==> src/rtl/serial_transmitter_pkg.sv <==
// Constants and state encoding shared by the serial transmitter and receiver.
// Both ends of the link must agree on line levels, so they live here.
package serial_transmitter_pkg;

  localparam logic MARK      = 1'b1;
  localparam logic START_BIT = 1'b0;

  typedef enum logic [2:0] {
    ST_IDLE,
    ST_ACK,
    ST_START,
    ST_DATA,
    ST_STOP
  } txState_t;

  // Bits needed to hold values below maxValue, never less than one bit.
  function automatic int counterWidth(input int maxValue);
    return (maxValue < 2) ? 1 : $clog2(maxValue);
  endfunction

endpackage

==> src/rtl/serial_bit_timer.sv <==
// Loadable down-counter with terminal-count flag; paces bit times on the serial line.
// It stops at zero, so it never wraps while the owner is not reloading it.
module serial_bit_timer #(
  parameter int WIDTH = 4
) (
  input  logic             clock,
  input  logic             reset_,
  input  logic             i_load,
  input  logic [WIDTH-1:0] i_value,
  output logic             o_done
);

  localparam logic [WIDTH-1:0] ONE = WIDTH'(1);

  logic [WIDTH-1:0] r_count;

  always_ff @(posedge clock or negedge reset_) begin
    if (!reset_) begin
      r_count <= '0;
    end else if (i_load) begin
      r_count <= i_value;
    end else if (r_count != '0) begin
      r_count <= r_count - ONE;
    end
  end

  assign o_done = (r_count == '0);

endmodule

==> src/rtl/serial_transmitter.sv <==
// Async serial transmitter: takes a word over the dav_/rfd handshake and sends it
// LSB first framed by one start bit and STOP_BITS stop bits, K clocks per bit.
module serial_transmitter
  import serial_transmitter_pkg::*;
#(
  parameter int N         = 8,
  parameter int K         = 16,
  parameter int STOP_BITS = 1
) (
  input  logic         clock,
  input  logic         reset_,
  input  logic [N-1:0] data,
  input  logic         dav_,
  output logic         rfd,
  output logic         txd
);

  localparam int WAIT_W  = counterWidth(STOP_BITS * K);
  localparam int COUNT_W = counterWidth(N + 1);

  localparam logic [WAIT_W-1:0]  BIT_RELOAD  = WAIT_W'(K - 1);
  localparam logic [WAIT_W-1:0]  STOP_RELOAD = WAIT_W'(STOP_BITS * K - 1);
  localparam logic [COUNT_W-1:0] COUNT_INIT  = COUNT_W'(N);
  localparam logic [COUNT_W-1:0] COUNT_ONE   = COUNT_W'(1);

  txState_t r_state;
  txState_t w_stateNext;

  logic [N-1:0]       r_buf;
  logic [N-1:0]       w_bufNext;
  logic [COUNT_W-1:0] r_count;
  logic [COUNT_W-1:0] w_countNext;
  logic               r_txd;
  logic               w_txdNext;
  logic               r_rfd;
  logic               w_rfdNext;

  logic              w_timerLoad;
  logic [WAIT_W-1:0] w_timerValue;
  logic              w_timerDone;

  serial_bit_timer #(
    .WIDTH (WAIT_W)
  ) u_bitTimer (
    .clock   (clock),
    .reset_  (reset_),
    .i_load  (w_timerLoad),
    .i_value (w_timerValue),
    .o_done  (w_timerDone)
  );

  always_ff @(posedge clock or negedge reset_) begin
    if (!reset_) begin
      r_state <= ST_IDLE;
    end else begin
      r_state <= w_stateNext;
    end
  end

  // txd and rfd are registered so the line only moves on a clock edge or reset.
  always_ff @(posedge clock or negedge reset_) begin
    if (!reset_) begin
      r_txd   <= MARK;
      r_rfd   <= 1'b1;
      r_buf   <= '0;
      r_count <= '0;
    end else begin
      r_txd   <= w_txdNext;
      r_rfd   <= w_rfdNext;
      r_buf   <= w_bufNext;
      r_count <= w_countNext;
    end
  end

  always_comb begin
    w_stateNext  = r_state;
    w_bufNext    = r_buf;
    w_countNext  = r_count;
    w_txdNext    = r_txd;
    w_rfdNext    = r_rfd;
    w_timerLoad  = 1'b0;
    w_timerValue = BIT_RELOAD;

    case (r_state)
      ST_IDLE: begin
        w_txdNext = MARK;
        w_rfdNext = 1'b1;
        if (!dav_) begin
          w_bufNext   = data;
          w_rfdNext   = 1'b0;
          w_stateNext = ST_ACK;
        end
      end

      ST_ACK: begin
        w_txdNext = MARK;
        w_rfdNext = 1'b0;
        if (dav_) begin
          w_txdNext   = START_BIT;
          w_countNext = COUNT_INIT;
          w_timerLoad = 1'b1;
          w_stateNext = ST_START;
        end
      end

      // COUNT reaching zero means the last data bit has just served its time.
      ST_START, ST_DATA: begin
        if (w_timerDone) begin
          w_timerLoad = 1'b1;
          if (r_count == '0) begin
            w_txdNext    = MARK;
            w_timerValue = STOP_RELOAD;
            w_stateNext  = ST_STOP;
          end else begin
            w_txdNext   = r_buf[0];
            w_bufNext   = r_buf >> 1;
            w_countNext = r_count - COUNT_ONE;
            w_stateNext = ST_DATA;
          end
        end
      end

      ST_STOP: begin
        if (w_timerDone) begin
          w_rfdNext   = 1'b1;
          w_stateNext = ST_IDLE;
        end
      end

      default: begin
        w_txdNext   = MARK;
        w_rfdNext   = 1'b1;
        w_stateNext = ST_IDLE;
      end
    endcase
  end

  assign txd = r_txd;
  assign rfd = r_rfd;

endmodule
==> config.mk <==
export PLATFORM = sky130hd
export DESIGN_NAME = serial_transmitter
export DESIGN_NICKNAME = d
export VERILOG_FILES = /design/src/rtl/serial_transmitter_pkg.sv /design/src/rtl/serial_bit_timer.sv /design/src/rtl/serial_transmitter.sv
export SDC_FILE = /design/constraint.sdc
export NUM_CORES = 1
export LEC_CHECK = 0
export ABC_AREA = 1
export ABC_CLOCK_PERIOD_IN_PS = 1740
export CORE_MARGIN = 1.5
export CORE_UTILIZATION = 55
export DETAILED_ROUTE_END_ITERATION = 16
export PLACE_DENSITY = 0.77
export SYNTH_ARGS = -nofsm -noshare
export SYNTH_HDL_FRONTEND = slang
export SYNTH_HIERARCHICAL = 1
export SYNTH_SLANG_ARGS = --single-unit
==> constraint.sdc <==
create_clock -name clock -period 1.74 [get_ports clock]
set_input_delay 0.261 -clock clock [delete_from_list [all_inputs] [get_ports clock]]
set_output_delay 0.261 -clock clock [all_outputs]
set_load 0.1 [all_outputs]
# [Yosys cells after proc, flatten, opt, wreduce, memory -nomap -nowiden]
# Index checks and enable logic that the tools add are counted.
# Widths: inputs -> output; s select.
[word_totals] register_bits=21 word_cells=57
[classes] addsub=2 n_eq_ne=9 n_mux=25 n_bitwise=2 reduce_logical=13
[ops] op="$mux 8" n=3
[ops] op="$mux 4" n=5
[ops] op="$pmux 8 s2" n=1
[ops] op="$mux 3" n=5
[ops] op="$pmux 3 s4" n=1
[ops] op="$reduce_and 4->1" n=3
[ops] op="$logic_not 4->1" n=2
[ops] op="$pmux 4 s2" n=1
[ops] op="$sub 4x1->4 const B" n=2
[ops] op="$eq 3x2->1 const B" n=2
[ops] op="$mux 1" n=6
[ops] op="$ne 2x2->1 const B" n=3
[ops] op="$reduce_bool 2->1" n=3
[ops] op="$ne 2x1->1 const B" n=2
[ops] op="$pmux 1 s4" n=1
[ops] op="$reduce_and 2->1" n=2
[ops] op="$reduce_bool 4->1" n=1
[ops] op="$eq 3x1->1 const B" n=1
[ops] op="$eq 3x3->1 const B" n=1
[ops] op="$logic_not 3->1" n=1
[ops] op="$pmux 1 s3" n=1
[ops] op="$not 1->1" n=2
[ops] op="$pmux 1 s2" n=1
[ops] op="$reduce_or 2->1" n=1

# [Depth between registers and ports, before layout]
# Gate-level depths: netlist of run 1.
[depth] word_depth=4 depth_mapped=11 ltp_nobuf=11

# [Cells and area by module]
# Netlist of run 1, hierarchy kept.
[modules_own_cells] module="serial_transmitter" instances=1 cells_each=134 area_per_inst_um2=1003.5 seq_area_each_um2=427.9
[modules_own_cells] module="serial_bit_timer" instances=1 cells_each=34 area_per_inst_um2=242.7 seq_area_each_um2=100.1

# [Least setup slack after synthesis of run 1]
# Ideal clock, no wire load.
[synth_timing] path_kind="flip-flop to flip-flop" from="register u_bitTimer.r_count[0]" to="register r_buf[7]" arrival_ns=1.319 t_required_ns=1.623 setup_slack_ns=0.304 stages_incl_launch_ff=12 path_buffers=0 period_less_slack_ns=1.436 cell_sequence="dfrtp_1 > inv_1 > ha_1 > nand2_1 > inv_1 > inv_1 > nand2_4 > nand2_4 > inv_4 > nand2_8 > nand2_1 > nand2_1"
[synth_between] elab_chain_cells=3
[synth_rtl] element="start: declaration" line="serial_bit_timer.sv:15" rtl="logic [WIDTH-1:0] r_count;"
[synth_rtl] element="start signal: assignment" line="serial_bit_timer.sv:21" rtl="r_count <= i_value;"
[synth_rtl] element="start signal: assignment" line="serial_bit_timer.sv:23" rtl="r_count <= r_count - ONE;"
[synth_rtl] element="$logic_not 4->1" line="serial_bit_timer.sv:27" rtl="assign o_done = (r_count == '0);"
[synth_rtl] element="named net w_timerDone" line="serial_transmitter.sv:40" rtl="logic w_timerDone;"
[synth_rtl] element="$ne 2x1->1 (no line)"
[synth_rtl] element="$reduce_and 4->1 (no line)"
[synth_rtl] element="end signal: assignment" line="serial_transmitter.sv:70" rtl="r_buf <= w_bufNext;"
[synth_rtl] element="end: declaration" line="serial_transmitter.sv:29" rtl="logic [N-1:0] r_buf;"
# The timed path passes the listed nets, and every way through them passes these cells.
# A chain may end at the register's enable or synchronous reset.

# [Worst setup path after layout of run 1]
[layout_timing] from="register u_bitTimer.r_count[0]" to="register r_buf[6]"
# The elaborated chain is that of the path after synthesis.

==> results of run 1 <==
[state kept, by name, summed over array words and instances (netlist names)]
signal / cells
r_buf: 8
r_count: 4
r_state: 3
rfd: 1
txd: 1
u_bitTimer/r_count: 4
[how the worst max path moves through the flow]
stage                      endpoint  slack [ps]  cells after the start
6_report       r_buf[6]$_DFFE_PN0P_         140                     11
5_1_grt        r_buf[3]$_DFFE_PN0P_           7                     11
4_1_cts        r_buf[2]$_DFFE_PN0P_          80                     11
3_5_place_dp   r_buf[2]$_DFFE_PN0P_          90                     11
3_3_place_gp   r_buf[1]$_DFFE_PN0P_         150                     11
2_1_floorplan  r_buf[7]$_DFFE_PN0P_         300                     11
[layout make-up]
class	count	area, sq um	share of cell area
Clock buffer	4	26.3	0.0178
Timing Repair Buffer	15	163	0.110
Inverter	19	73.8	0.0501
Multi-Input combinational cell	130	647	0.439
Sequential cell	21	528	0.359
Tap cell	28	35.0	0.0238
[critical path, stage by stage (launching register included)]
cell and delay (ps):
dfrtp_1 400, inv_1 110, ha_2 220, nand2_1 90, inv_2 80, inv_1 70
nand2_4 120, nand2_4 60, inv_4 120, nand2_8 90, nand2_1 60, nand2_1 50
[timing repair]
item                                    CTS  global route
hold endpoints to repair                  0             0
endpoints found under the setup margin    0            13
resized for setup                         0             2
hold buffers                              0             0
[routing by layer]
layer / routed length (um) / up-vias
met5: 0 / -
met4: 35 / 0
met3: 63 / 4
met2: 1230 / 20
met1: 1110 / 496
li1: - / 560
[where the power goes]
group / total (mW) / internal (mW) / leakage [nW] / switching [mW]
clock network: 0.236 / 0.0891 / 0.0150 / 0.147
registers: 0.909 / 0.729 / 0.262 / 0.180
logic: 1.88 / 0.671 / 0.498 / 1.21
[cells by family after synthesis]
| kind of cell | count (synthesis) |
|---|---|
| AND/OR/NAND/NOR | 108 |
| flip-flops | 21 |
| buffers and inverters | 20 |
| AO/OA/AOI/OAI | 14 |
| XOR/XNOR | 2 |
| adder cells (fa/ha/maj) | 2 |
| other | 1 |
[cells in the mapped netlist, drive strengths merged]
cell    count
a21o        1
a21oi       2
buf         1
conb        1
dfrtp      19
dfstp       2
ha          2
inv        19
nand2      81
nand3      19
nand3b      1
nor2        7
o21ai      11
xnor2       2
==> summary.md, run 1 <==
| Metric | Value |
|---|---|
| Status | finished clean |
| Sequential cell area fraction in the yosys report | 0.424 |
| Worst-skew pair later-pin latency | 300 ps |
| FP Rows | 17 |
| Design Power | 3.02 mW |
| Clock-pin slew on the worst setup and hold paths | 120 ps |
| I/O pins | 13 |
| TritonCTS clock tree | done |
| Placed insts | 213 |
| Final setup violation count | 0 |
| Reg2reg start | u_bitTimer/r_count[0]$_DFFE_PN0P_ |
| Clk_skew | 4.60 ps |
| Crit path time final | 1600 ps |
| Wire length per cell | 11.3 um |
| GR Util All Layers | 0.231 |
| Synth warnings | 6 |
| Data arrival, critical path | 1790 ps |
| Met3 global-route usage | 0.0327 |
| Critical Path Sink Type | flop |
| Synth Cell Area | 0.00125 sq mm |
| Synth Area in Adders | 0.0201 |
| Yosys reg bits | 21 |
| Final slew viol count | 0 |
| HP Class | primary input to asynchronous set/reset pin |
| Initial DRT Pass Iterations | 4 |
| Die X-Extent | 50.6 um |
| Yosys top cell by area | dfrtp_1 |
| Antenna cells | 0 |
| Port Buffers | 12 |
| RSZ-0062 raised after global routing | false |
| Final Hold Vio Count | 0 |
| Via-to-Cell Ratio | 4.98 |
| Vias | 1,080 |
| GPL Wtd Cong | 0.819 |
| Commonest non-fill, non-tap cell in the layout | nand2_1 |
| Hpwl dp | 1860 um |
| Die height | 50.6 um |
| Worst setup path start | u_bitTimer/r_count[0]$_DFFE_PN0P_ |
| Power Dens Cells | 2050 mW/mm^2 |
| Max VDD drop | 1.18 mV |
| Worst hold slack | 287 ps |
| CP Data Required Time | 1930 ps |
| Post-Synth XOR/XNOR Area | 0.0141 |
| Multiplexer area fraction after synthesis | 0 |
| Fmax | 626 MHz |
| R2R setup slack | 140 ps |
| Initial Utilization | 0.574 |
| Layout Cells excl Fill | 217 |
| Grt total ovfl | 0 |
| Max FO, Critical Path | 9 |
| H-tree depth | 1 |
| Critical path start-end classification | flop to flop |
| Area share of the largest cell type after synthesis | 0.382 |
| Clock sinks | 21 |
| First-pass GRT wire length | 4470 um |
| Detailed-route DRC error count | 0 |
| Routed WL | 2440 um |
| Post-route design area | 0.00147 sq mm |
| Die area | 0.00256 sq mm |
| Clock buffer depth | 2 |
| Largest net degree at the start of global routing | 22 |
| Crit path launch type | flop |
| Commonest cells after routing, fill and taps aside | nand2_1 (73), dfrtp_1 (19), inv_1 (16), nand3_1 (16), clkdlybuf4s50_1 (10) |
| Met1 Use GR | 0.283 |
| Avg Cell Area, Syn | 7.42 sq um |
| Root buffer cell | clkbuf_4 |
| Initial antenna violation count | 0 |
| Gr busiest metal | met2 |
| Number of global-route vias before repair | 1,063 |
| Reg2Reg Depth | 11 |
| Leak | 0.774 nW |
| Fin crit share | 0.917 |
| Reg2reg end | r_buf[6]$_DFFE_PN0P_ |
| Core Util, Final | 0.679 |
| Post-synth cell types | 24 |
| Met2 Use GR | 0.399 |
| TritonCTS buffer count | 3 |
| Post-detailed-route count of antenna-violating nets | 0 |
| Synth area leaders | dfrtp_1 (38%), nand2_1 (22%), nand3_1 (6.4%) |
| Setup_tns | 0 ps |
| Post-synthesis simple-gate area fraction | 0.409 |
| Post-CTS Setup Inserts | 0 |
| Max cap viols | 0 |
| Layout cells sized above 1 | 0.159 |
| Pre-CTS setup slack | 92.5 ps |
| Largest family of logic cells by synthesized area | simple AND/OR/NAND/NOR gates |
| Post-synthesis cell count | 168 |
| Area Overhead vs Synth | 18.2% |
| Area post-placement | 0.00144 sq mm |
| Compound-Gate Fraction of Synth Area | 0.0622 |
| # nets final | 203 |
| Final WS setup | 144 ps |
| Drt initial violations | 32 |
| Filler Cell Count | 192 |
| CORE AREA | 0.00217 sq mm |
No activity file was read; power rests on OpenSTA's default activity.
==> inputs of run 2 (changes only) <==
--- a/config.mk
+++ b/config.mk
@@ -8,9 +8,9 @@
 export ABC_AREA = 1
 export ABC_CLOCK_PERIOD_IN_PS = 1740
 export CORE_MARGIN = 1.5
-export CORE_UTILIZATION = 55
+export CORE_UTILIZATION = 47
 export DETAILED_ROUTE_END_ITERATION = 16
-export PLACE_DENSITY = 0.77
+export PLACE_DENSITY = 0.67
 export SYNTH_ARGS = -nofsm -noshare
 export SYNTH_HDL_FRONTEND = slang
 export SYNTH_HIERARCHICAL = 1
==> run 2 against run 1 <==
Via count rose by 0.19%. Wire length shrank 4.3%. Sequential power about the same. Critical endpoint is now r_buf[1]$_DFFE_PN0P_. Largest power group unchanged. Global-route usage is 3.5 points lower. Critical path type unchanged. Clock-buffer cell count down 1.
==> summary.md, run 2 (same netlist as run 1, synthesis figures left out) <==
| Metric | Value |
|---|---|
| Root buffer cell | clkbuf_4 |
| Final slew viol count | 0 (unchanged) |
| Data arrival, critical path | 1800 ps (about the same) |
| Worst-skew pair later-pin latency | 310 ps (about the same) |
| Hpwl dp | 1840 um (-0.78%) |
| Post-detailed-route count of antenna-violating nets | 0 (unchanged) |
| First-pass GRT wire length | 4140 um (-7.4%) |
| Largest net degree at the start of global routing | 22 (unchanged) |
| GR Util All Layers | 0.196 (-0.0352) |
| H-tree depth | 1 (unchanged) |
| Crit path launch type | flop |
| Resize count post-CTS | 0 (unchanged) |
| GPL Wtd Cong | 0.771 (-5.9%) |
| # nets final | 204 (+0.49%) |
| Max cap viols | 0 (unchanged) |
| Layout cells sized above 1 | 0.158 (-0.000835) |
| Post-CTS Setup Inserts | 0 (unchanged) |
| Final Hold Vio Count | 0 (unchanged) |
| Die area | 0.00297 sq mm (+16%) |
| CTS Hold Bufs | 0 (unchanged) |
| Clk_skew | 9.97 ps (+5.37 ps) |
| Commonest cells after routing, fill and taps aside | nand2_1 (73), dfrtp_1 (19), inv_1 (17), nand3_1 (16), clkdlybuf4s50_1 (10) |
| Commonest non-fill, non-tap cell in the layout | nand2_1 |
| Die X-Extent | 54.5 um (+7.7%) |
| RSZ-0062 raised after global routing | false |
| Final WS setup | 142 ps (-2.20 ps) |
| Critical path start-end classification | flop to flop |
| Via-to-Cell Ratio | 4.92 (-1.2%) |
| DR top layer | met4 |
| Grt total ovfl | 0 (unchanged) |
| Power Dens Cells | 2030 mW/mm^2 (-1.1%) |
| Number of global-route vias before repair | 1,007 (-5.3%) |
| Metal3 WL | 69 um (+9.5%) |
| Die height | 54.5 um (+7.7%) |
| Max VDD drop | 1.05 mV (-10%) |
| Worst setup path start | u_bitTimer/r_count[0]$_DFFE_PN0P_ |
| Reg2reg start | u_bitTimer/r_count[0]$_DFFE_PN0P_ |
| Max FO, Critical Path | 9 (unchanged) |
| Wire length per cell | 10.6 um (-5.6%) |
| CP Data Required Time | 1940 ps (about the same) |
| Fmax | 626 MHz (-0.14%) |
| DR WL met2 | 1120 um (-9.0%) |
| HP Class | primary input to asynchronous set/reset pin |
| Clock-pin slew on the worst setup and hold paths | 130 ps (about the same) |
| Max FFs per register | 8 (unchanged) |
| Setup_tns | 0 ps (unchanged) |
| Initial Utilization | 0.498 (-0.0759) |
| Wl on met1 | 1130 um (+1.7%) |
| Biggest register | r_buf |
| TritonCTS buffer count | 3 (unchanged) |
| Largest regs | r_buf (8), r_count (4), u_bitTimer/r_count (4) |
| Initial DRT Pass Iterations | 5 (+1) |
| Drt initial violations | 5 (-84%) |
| Clock buffer depth | 2 (unchanged) |
| TritonCTS clock tree | done |
| Fin crit share | 0.919 (+0.00127) |
| Clock sinks | 21 (unchanged) |
| Port Buffers | 12 (unchanged) |
| Leak | 0.786 nW (+1.5%) |
| Critical Path Sink Type | flop |
| Design Power | 3.01 mW (-0.47%) |
| Routed WL | 2340 um (-4.3%) |
| Antenna cells | 0 (unchanged) |
| Status | finished clean |
| Initial antenna violation count | 0 (unchanged) |
| Area Overhead vs Synth | 18.9% |
| Vias | 1,082 (+0.19%) |
| Detailed-route DRC error count | 0 (unchanged) |
| Crit path time final | 1600 ps (+2.20 ps) |
| CORE AREA | 0.00250 sq mm (+15%) |
| FP Rows | 18 (+1) |
| I/O pins | 13 (unchanged) |
| Pre-CTS setup slack | 122 ps (+29.9 ps) |
| Final setup violation count | 0 (unchanged) |
[run 2: path summary, 6_finish.rpt]
kind                                               end  slack [ps]  cells past startpoint
max in group asynchronous              txd$_DFFE_PN1P_        1180                      2
worst max register to register    r_buf[1]$_DFFE_PN0P_         140                     11
worst min-delay path            r_count[2]$_DFFE_PN0P_         280                      2
worst max-delay path              r_buf[1]$_DFFE_PN0P_         140                     11
worst min register to register    r_buf[2]$_DFFE_PN0P_         490                      2
min in group clock                r_buf[2]$_DFFE_PN0P_         490                      2
[run 2: worst max-delay path, cell delays in order (launching register included)]
cell     delay (ps)
dfrtp_1         400
inv_1           120
ha_1            180
nand2_1          80
inv_1           120
inv_1           100
nand2_4         130
nand2_4          60
inv_4           120
nand2_8          80
nand2_1          60
nand2_1          50
[run 2: stage by stage]
stage,instance area [sq um],cells,util,hold WS [ps]
final,1480,220,0.593,278
after global routing,1480,220,0.593,319
after CTS,1480,220,0.593,279
after detailed placement,1450,216,0.582,463
after global placement,1450,216,0.582,457
after floorplan,1260,171,-,-34.6
[run 2: where the power goes]
part           total (mW)  switching (mW)  internal, mW
combinational        1.86            1.19         0.675
clock               0.239           0.153        0.0857
sequential          0.906           0.177         0.728
total                3.01            1.52          1.49
[run 2: cell type report]
type	instances	area, sq um
Clock inverter	1	5.00
Multi-Input combinational cell	130	644
Tap cell	30	37.5
Timing Repair Buffer	16	170
Fill cell	237	1020
Inverter	19	73.8
Sequential cell	21	528
Clock buffer	3	22.5
[run 2: routing by layer]
layer,up-vias,GRT usage
li1,566,-
met1,495,0.241
met2,19,0.339
met3,2,0.0273
met4,0,0.0833
met5,-,0
==> inputs of run 3 (changes only) <==
--- a/config.mk
+++ b/config.mk
@@ -10,7 +10,8 @@
 export CORE_MARGIN = 1.5
 export CORE_UTILIZATION = 47
 export DETAILED_ROUTE_END_ITERATION = 16
-export PLACE_DENSITY = 0.67
+export HOLD_SLACK_MARGIN = 0.06
+export PLACE_DENSITY = 0.73
 export SYNTH_ARGS = -nofsm -noshare
 export SYNTH_HDL_FRONTEND = slang
 export SYNTH_HIERARCHICAL = 1
==> run 3 against run 2 <==
Fmax increased by 4.4%. Total power decreased by 1.2%. Global-route usage decreased by 1.0 points. Largest power group unchanged. Worst hold slack improved by 4.9 ps. Clock skew decreased by 7.7 ps. Combinational power about the same. Critical path depth decreased by 4. Clock-buffer cell count unchanged. Via count increased by 0.46%. Highest routed layer unchanged. Register-to-register slack improved by 70 ps. Flip-flop and latch count unchanged.
==> summary.md, run 3 (same netlist as run 1, synthesis figures left out) <==
| Metric | Value |
|---|---|
| TritonCTS clock tree | done |
| Max VDD drop | 1.36 mV (+29%) |
| Leak | 0.779 nW (-0.91%) |
| TritonCTS buffer count | 3 (unchanged) |
| Final slew viol count | 0 (unchanged) |
| Antenna cells | 0 (unchanged) |
| R2R setup slack | 210 ps (+70 ps) |
| HP Class | primary input to asynchronous set/reset pin |
| Clock buffer depth | 2 (unchanged) |
| Number of global-route vias before repair | 952 (-5.5%) |
| Initial Utilization | 0.498 (unchanged) |
| Critical path start-end classification | flop to flop |
| GPL Wtd Cong | 0.810 (+5.1%) |
| Clk_skew | 2.22 ps (-7.75 ps) |
| Critical Path Slowest Stage Cell | dfrtp_1 |
| Vias | 1,087 (+0.46%) |
| Max FO, Critical Path | 8 (-1) |
| Core Util, Final | 0.590 (-0.00300) |
| Data arrival, critical path | 1750 ps (-50 ps) |
| Area Overhead vs Synth | 18.3% |
| Root buffer cell | clkbuf_4 |
| Hpwl dp | 1800 um (-2.2%) |
| Detailed-route DRC error count | 0 (unchanged) |
| Die area | 0.00297 sq mm (unchanged) |
| Status | finished clean |
| Fin crit share | 0.880 (-0.0385) |
| Reg2reg end | u_bitTimer/r_count[0]$_DFFE_PN0P_ |
| Final Hold Vio Count | 0 (unchanged) |
| Die X-Extent | 54.5 um (unchanged) |
| FP Rows | 18 (unchanged) |
| CP cell instances | nor2_2 -> nand2_1 -> o21ai_2 -> inv_1 -> nand3_2 -> nand2_1 -> o21ai_0 |
| Crit path time final | 1530 ps (-67.0 ps) |
| H-tree depth | 1 (unchanged) |
| Grt total ovfl | 0 (unchanged) |
| Port Buffers | 12 (unchanged) |
| Routed WL | 2270 um (-2.9%) |
| Largest regs | r_buf (8), r_count (4), u_bitTimer/r_count (4) |
| Clock-pin slew on the worst setup and hold paths | 110 ps (-20 ps) |
| Top cell by count, worst path | nand2_1 |
| Die height | 54.5 um (unchanged) |
| Commonest non-fill, non-tap cell in the layout | nand2_1 |
| Layout cells sized above 1 | 0.159 (+0.000835) |
| CP Data Required Time | 1960 ps (+20 ps) |
| Wire length per cell | 10.4 um (-2.5%) |
| Crit path launch type | flop |
| Drt initial violations | 16 (+11) |
| # nets final | 203 (-0.49%) |
| Biggest register | r_buf |
| Setup_tns | 0 ps (unchanged) |
| Reg2reg start | r_state[1]$_DFFE_PN0P_ |
| Initial DRT Pass Iterations | 4 (-1) |
| Via-to-Cell Ratio | 4.96 (+0.92%) |
| RSZ-0062 raised after global routing | false |
| Max cap viols | 0 (unchanged) |
| Fmax | 653 MHz (+4.4%) |
| Largest net degree at the start of global routing | 22 (unchanged) |
| Commonest cells after routing, fill and taps aside | nand2_1 (73), dfrtp_1 (19), inv_1 (16), nand3_1 (16), clkdlybuf4s50_1 (10) |
| Worst-skew pair later-pin latency | 300 ps (about the same) |
| Clock sinks | 21 (unchanged) |
| Critical Path Sink Type | flop |
| Final setup violation count | 0 (unchanged) |
| Initial antenna violation count | 0 (unchanged) |
| I/O pins | 13 (unchanged) |
| First-pass GRT wire length | 3920 um (-5.3%) |
| CORE AREA | 0.00250 sq mm (unchanged) |
| Post-CTS Setup Inserts | 0 (unchanged) |
| GR Util All Layers | 0.186 (-0.0102) |
| Slowest Stage Delay on Critical Path | 460 ps (+60 ps) |
| Post-detailed-route count of antenna-violating nets | 0 (unchanged) |
| Reg2Reg Depth | 7 (-4) |
| Power Dens Cells | 2020 mW/mm^2 (-0.71%) |
| Max FFs per register | 8 (unchanged) |
## run 3: cell count changes in the layout (fill, tap and decap cells not counted)
cell	change
inv_1	-1
inv_2	+1
buf_4	-1
## run 3: through the flow
step                cells  cell area, sq um  hold slack (ps)  worst slack (ps)  power [mW]
floorplan             171              1260            -34.6               304        2.34
global placement      215              1450              458               177        2.70
detailed placement    215              1450              465               138        2.77
CTS                   219              1470              280               146        3.01
global route          219              1470              310              19.4        3.29
finish                219              1470              283               209        2.97
## run 3: timing repair
| item | 4_1_cts | 5_1_grt |
|---|---|---|
| hold buffers | 0 | 0 |
| endpoints found under the setup margin | 0 | 9 |
| gates resized for setup | 0 | 1 |
## run 3: where the power goes
part | switching [mW] | internal [mW]
logic | 1.17 | 0.662
registers | 0.185 | 0.729
clock network | 0.146 | 0.0857
## run 3: final cells by class
type	count	area, sq um
clock buffer	3	22.5
clock inverter	1	5.00
fill	230	1030
inverter	19	73.8
multi-input combinational	130	644
sequential	21	528
tap	30	37.5
timing repair buffer	15	163
## run 3: worst max path at each step
stage,start,endpoint,slack [ps]
floorplan,u_bitTimer/r_count[0]$_DFFE_PN0P_,r_buf[7]$_DFFE_PN0P_,300
global placement,dav_,u_bitTimer/r_count[3]$_DFFE_PN0P_,180
detailed placement,dav_,u_bitTimer/r_count[3]$_DFFE_PN0P_,140
CTS,u_bitTimer/r_count[0]$_DFFE_PN0P_,r_buf[6]$_DFFE_PN0P_,150
global route,u_bitTimer/r_count[0]$_DFFE_PN0P_,r_buf[3]$_DFFE_PN0P_,20
finish,r_state[1]$_DFFE_PN0P_,u_bitTimer/r_count[0]$_DFFE_PN0P_,210
## run 3: worst max-delay path, delay by kind of cell, from the launching register on
family	cells	cell delay, ps
flip-flops	1	460
AND/OR/NAND/NOR	4	530
AO/OA/AOI/OAI	2	350
buffers and inverters	1	120
## run 3: routing by layer
metal / track usage / part of all wire / vias up
li1: - / - / 559
met1: 0.225 / 0.47 / 505
met2: 0.323 / 0.48 / 19
met3: 0.0246 / 0.032 / 4
met5: 0 / 0 / -
met4: 0.0875 / 0.014 / 0
